`src/rtl/queue_obj.sv`:
```
// Circular FIFO with registered pop output and combinational head peek.
// Optional same-cycle empty-queue bypass is enabled by defining QUEUE_BYPASS_EN.
module queue_obj #(
    parameter int    LENGTH  = 8,
    parameter int    WIDTH   = 64,
    parameter bit    SPECIAL = 1'b0,
    parameter string TAG     = ""
) (
    input  logic             CLK,
    input  logic             RESET,
    input  logic             stall,
    input  logic             flush,
    input  logic             enque,
    input  logic [WIDTH-1:0] enque_data,
    input  logic             deque,
    output logic [WIDTH-1:0] deque_data,
    output logic [WIDTH-1:0] r_mapping,
    output logic             halt
);

    localparam int PW = $clog2(LENGTH);
    localparam int CW = $clog2(LENGTH + 1);
    localparam logic [CW-1:0] FULL     = CW'(LENGTH);
    localparam logic [CW-1:0] CNT_INIT = CW'(SPECIAL ? LENGTH : 0);
    localparam logic [PW-1:0] LAST     = PW'(LENGTH - 1);

    logic [WIDTH-1:0] mem [LENGTH];
    logic [PW-1:0]    rd;
    logic [PW-1:0]    wr;
    logic [CW-1:0]    cnt;
    logic             empty;
    logic             full;
    logic             push;
    logic             pop;
    logic             bypass;

    assign empty = (cnt == '0);
    assign full  = (cnt == FULL);

`ifdef QUEUE_BYPASS_EN
    assign bypass = enque && deque && !stall && empty && !flush;
`else
    assign bypass = 1'b0;
`endif

    // Full/empty decisions use the pre-edge count so push and pop can coexist.
    assign push = enque && !full && !bypass && !flush;
    assign pop  = deque && !stall && !empty && !flush;

    assign halt      = full;
    assign r_mapping = empty ? '0 : mem[rd];

    function automatic logic [PW-1:0] next_ptr(input logic [PW-1:0] p);
        return (p == LAST) ? '0 : p + 1'b1;
    endfunction

    always_ff @(posedge CLK or negedge RESET) begin
        if (!RESET) begin
            rd         <= '0;
            wr         <= '0;
            cnt        <= CNT_INIT;
            deque_data <= '0;
        end else if (flush) begin
            rd         <= '0;
            wr         <= '0;
            cnt        <= CNT_INIT;
            deque_data <= '0;
        end else begin
            if (push) wr <= next_ptr(wr);
            if (pop)  rd <= next_ptr(rd);
            if (push && !pop)
                cnt <= cnt + 1'b1;
            else if (pop && !push)
                cnt <= cnt - 1'b1;
            if (deque && !stall)
                deque_data <= bypass ? enque_data : (empty ? '0 : mem[rd]);
            else if (!stall)
                deque_data <= '0;
        end
    end

    // Free-list mode needs the storage itself preset to the tag range.
    generate
        if (SPECIAL) begin : g_fill
            always_ff @(posedge CLK or negedge RESET) begin
                if (!RESET) begin
                    for (int i = 0; i < LENGTH; i++) mem[i] <= WIDTH'(LENGTH + i);
                end else if (flush) begin
                    for (int i = 0; i < LENGTH; i++) mem[i] <= WIDTH'(LENGTH + i);
                end else if (push) begin
                    mem[wr] <= enque_data;
                end
            end
        end else begin : g_plain
            always_ff @(posedge CLK) begin
                if (push) mem[wr] <= enque_data;
            end
        end
    endgenerate

    always @(posedge CLK) begin
        if (RESET) begin
            assert (cnt <= FULL)
            else $error("queue_obj %s: count %0d exceeds %0d", TAG, cnt, LENGTH);
        end
    end

endmodule

```
`config.mk`:
```
export PLATFORM = sky130hd
export DESIGN_NAME = queue_obj
export DESIGN_NICKNAME = d
export VERILOG_FILES = /design/src/rtl/queue_obj.sv
export SDC_FILE = /design/constraint.sdc
export NUM_CORES = 1
export LEC_CHECK = 0
export BUFFER_PORTS_ARGS = -buffer_cell sky130_fd_sc_hd__buf_2
export CAP_MARGIN = 40
export CELL_PAD_IN_SITES_DETAIL_PLACEMENT = 1
export CELL_PAD_IN_SITES_GLOBAL_PLACEMENT = 1
export CORE_ASPECT_RATIO = 1.75
export CORE_UTILIZATION = 46
export CTS_CLUSTER_SIZE = 12
export DETAILED_ROUTE_END_ITERATION = 6
export HOLD_SLACK_MARGIN = 0.05
export PLACE_DENSITY = 0.71
export RECOVER_POWER = 50
export SLEW_MARGIN = 20
export SYNTH_ARGS = -nofsm -noshare
export SYNTH_HDL_FRONTEND = slang
export SYNTH_SLANG_ARGS = --single-unit
```
`constraint.sdc`:
```
create_clock -name CLK -period 16.87 [get_ports CLK]
set_input_delay 0.8435 -clock CLK [delete_from_list [all_inputs] [get_ports CLK]]
set_output_delay 0.8435 -clock CLK [all_outputs]
set_load 0.1 [all_outputs]
```
After elaboration in Yosys (flattened, before gate mapping):

Memories as Yosys holds them, arrays and structs flattened.
Index checks and enable logic that the tools add are counted.

* register bits after elaboration: 74
* bits of input ports: 70
* output and inout bits: 129
* memory bits (writable): 512
* memories kept: 1

Memory list
* mem: words 8, width 64, read ports 1, clocked after memory_dff 0, write ports 1, line 27 `logic [WIDTH-1:0] mem [LENGTH];`

* add/sub/neg operators: 4
* multiplexer cells: 15
* eq/ne operators: 4
* reduce and logical (&&, ||, !) cells: 17

Operators with widths (count)
* 2-to-1 mux 64 bit: 4
* 2-to-1 mux 3 bit: 6
* 2-to-1 mux 4 bit: 3
* logical AND 1 bit: 7
* adder 3 x 1 -> 3 bit (second input constant): 2
* equality test 3 bit (second input constant): 2
* zero test 1 bit: 6
* adder 4 x 1 -> 4 bit (second input constant): 1
* equality test 4 bit (second input constant): 1
* zero test 4 bit: 1
* nonzero test 2 bit: 2
* subtractor 4 x 1 -> 4 bit (second input constant): 1
* != test 3 x 1 -> 1 bit (second input constant): 1
* nonzero test 3 bit: 1
* 2-to-1 mux 1 bit: 2

Longest topological paths before layout:

* depth in word-level cells: 9
* depth in mapped cells: 11
* mapped depth without buffers: 10

Worst setup path after synthesis:

Ideal clock, no wire load.

* path kind: input to register
* from: input port flush
* to: memory mem[0][0] (enable)
* path buffers: 1
* required time: 16.305 ns
* stages: 4
* path slack: 10.533 ns
* setup time: 0.565 ns
* data arrival time: 5.772 ns
* cell sequence: clkbuf_1 > nor3_1 > nand2b_1 > nor3_1

* longest elaborated chain between the ends: 4

RTL lines
* from (decl): line 12 `input logic flush,`
* zero test 1 bit: line 47 `assign push = enque && !full && !bypass && !flush;`
* logical AND 1 bit: line 47
* 2-to-1 mux 1 bit: line 96 `if (push) mem[wr] <= enque_data;`
* 2-to-1 mux 1 bit (not written as such): line 96
* to (decl): line 27

No other way between the ends.

==> metrics.txt <==
fin. max-slew vios=85; CTS Hold Buffers Added=0; Leak=0.00847 uW; initial core utilization=46.4%; Tot Pwr=4050 uW; Fin Setup TNS=0 ps; Final Skew=14.7 ps; row count=107; syn_nets=1190; Synth cell types=33; maximum clock path buffer count=3; # clock sinks=586; peak supply drop=0.132 mV; Fin. Hold Viols=0; critical-path cell with the highest stage delay=clkbuf_1; Final min period=5220 ps; fin util=53.4%; Clk pwr share=28.0%; period utilization=31.0%; post-synth top area cell=edfxtp_1; Worst Hold Class=in2async; #FFs+latches synth=586; sequential area share after synthesis=76.4%; slew margin rel.=-98.2%; Area growth, synth to finish=15.1%; post-route ant nets=0; grt ovf=0; Syn. warnings=0; FF/Latch Area=17200 um2; Total Wirelength=52.3 mm; Synth top area share=68.2%; failing checks=capacitance limit, slew limit; flop2flop setup slack=12960 ps; core footprint=48600 um2; CTS resizes=0; Slew @ Worst Pin=2970 ps; share of cells above drive strength 1=23.8%; postcts setup bufs=0; CTS Buf Count=55; PortBufs=198; via count=11400; multi-input logic area=5010 um2; CP Class=in2async; asr flop ratio synth=12.6%; Routability Congestion=0.709; FF-to-FF End=cnt[3]; CTS tree=done; Final setup viols=0; cell area after synthesis=22500 um2; Buffers & Inverters on Critical Path=3; Comb pwr share=30.7%; RSZ-0062 raised after global routing=no; DRC violations left=0; clk_lat worst skew=590 ps; switching pwr=1590 uW; switching share of power=39.2%; vias per cell=5.60; final net count=1409; first-pass GRT wire length=78.5 mm; Critical Path Max Stage Delay=2160 ps; CP Max Fanout=45; max cap viols=2; Cell Chain, Critical Path=clkbuf_1, clkbuf_1, clkbuf_1; cell mode on critical path=clkbuf_1; Cell Count, Final, Fillers Out=2034; gr usage total=21.7%; maximum operating frequency=0.192 GHz; maximum number of pins on one net before global-route repair=94; Flop pwr share=41.4%; die extent in y=295 um; Placed Instances=1929; Die ar.=49900 um2; Pwr Density=156 nW/um2; Primary FF master, synth=edfxtp_1; Int Pwr=2460 uW; drt pass-1 iters=4; H-tree depth=2; clk slew on worst S/H paths=60 ps; Synth area leaders=edfxtp_1 68%, mux4_2 13%, dfrtp_1 8.2%, mux2i_1 2.8%, o31ai_1 2.1%; IO Count=199; EDFF count, synth=512; FF-to-FF path depth=8; required time worst endpoint=16490 ps; vias in the first global route=12500; per-cell routed wire length=25.7 um; kind of cell adding the most delay to the critical path=buffers and inverters; Mapped Cells=1114; data arrival time of the critical path=4840 ps; Syn Area/Cell=20.2 um2; hpwl dp=30.3 mm; Worst setup SP type=primary input; run status=finished with violations; Critical Path Sink Type=async pin; DRT iter0 DRCs=706; initial antenna violation count=4; CTS root buffer=clkbuf_16; reg2reg start=cnt[0]; die width=169 um; Layout fillers=4412
placed cells by master (no fill, tap or decap), drive strengths merged, types with 2 or more instances in the layout:
cell	Yosys	routed
xor2	3	3
mux4	128	128
nor2b	3	3
nand4	2	2
clkbuf	19	204
nand3	5	5
nor3b	2	2
buf	48	122
a211oi	2	2
mux2i	64	64
nand2b	4	4
ha	5	5
clkinv	0	4
dfrtp	74	74
o21ai	3	3
o31ai	64	64
a21oi	5	5
edfxtp	512	512
nor3	7	7
nor2	74	74
nand2	75	75
diode	0	2
inv	6	7
power by group through the flow:
stage | sequential [uW] | clock [uW] | combinational [uW]
after floorplan | 1810 | 0 | 897
after global placement | 1700 | 0 | 1230
after detailed placement | 1710 | 0 | 1260
after CTS | 1680 | 1160 | 1260
after global routing | 1680 | 1200 | 1290
final | 1680 | 1130 | 1240
kinds of logic after synthesis:
| kind of cell | Yosys count | share of synthesized area, % |
|---|---|---|
| xor+xnor | 3 | 0.117 |
| compound gates | 77 | 2.59 |
| flops | 586 | 76.4 |
| buf+inv | 73 | 1.61 |
| mux | 192 | 15.6 |
| simple gates | 177 | 3.29 |
| fa+ha+maj | 6 | 0.366 |
layer usage:
layer	track usage, %	vias to the layer above	share of wire, %
met5	0	-	0.025
met2	38.7	303	53
met4	6.83	2	2.4
met3	2.98	78	4.2
li1	-	4923	-
met1	27.2	6076	40
final cells by class:
cell class / count / share of cell area, %
Antenna cell: 2 / 0.0193
Clock buffer: 97 / 5.99
Clock inverter: 5 / 0.236
Inverter: 6 / 0.0867
Multi-Input combinational cell: 455 / 19.3
Sequential cell: 586 / 66.4
Tap cell: 654 / 3.15
Timing Repair Buffer: 229 / 4.82
worst max path at each step:
stage / from / end / slack, ps / depth (start not counted)
floorplan: flush / mem[0][0] / 10530 / 4
global placement: rd[2] / r_mapping[46] / 12720 / 5
detailed placement: rd[1] / r_mapping[12] / 12830 / 5
CTS: rd[1] / r_mapping[12] / 12200 / 5
global route: RESET / rd[2] / 10730 / 3
finish: RESET / rd[1] / 11650 / 3
flip-flops by register name, summed over array words and instances (netlist names):
register and flops:
deque_data 64, cnt 4, wr 3, mem 512, rd 3
cells in the mapped netlist (2+ instances only):
master / count
nor2_1: 74
nand4_1: 2
mux2i_1: 64
dfrtp_1: 74
a211oi_4: 2
nand3_1: 5
nor3_1: 7
mux4_2: 128
buf_2: 36
inv_1: 5
edfxtp_1: 512
o21ai_0: 3
a21oi_1: 5
nor3b_2: 2
xor2_1: 3
ha_1: 5
clkbuf_1: 19
buf_4: 12
o31ai_1: 64
nor2b_1: 3
nand2b_1: 4
nand2_1: 74
through the flow:
step	area, um2	worst slack [ps]	hold WS, ps
after floorplan	22500	10530	544
after global placement	24300	12720	455
after detailed placement	24500	12830	460
after CTS	26100	12200	107
after global routing	26000	10730	488
final	26000	11650	437
worst register-to-register path: stages (launching register included):
cell and delay [ps]:
dfrtp_1 460, or4_1 630, nand2_1 1320, nand2_1 280, ha_1 440, a21oi_1 210
nand2_1 130, o211ai_1 190, nand4_1 120
Note: power is estimated with default switching activity, not from simulation.
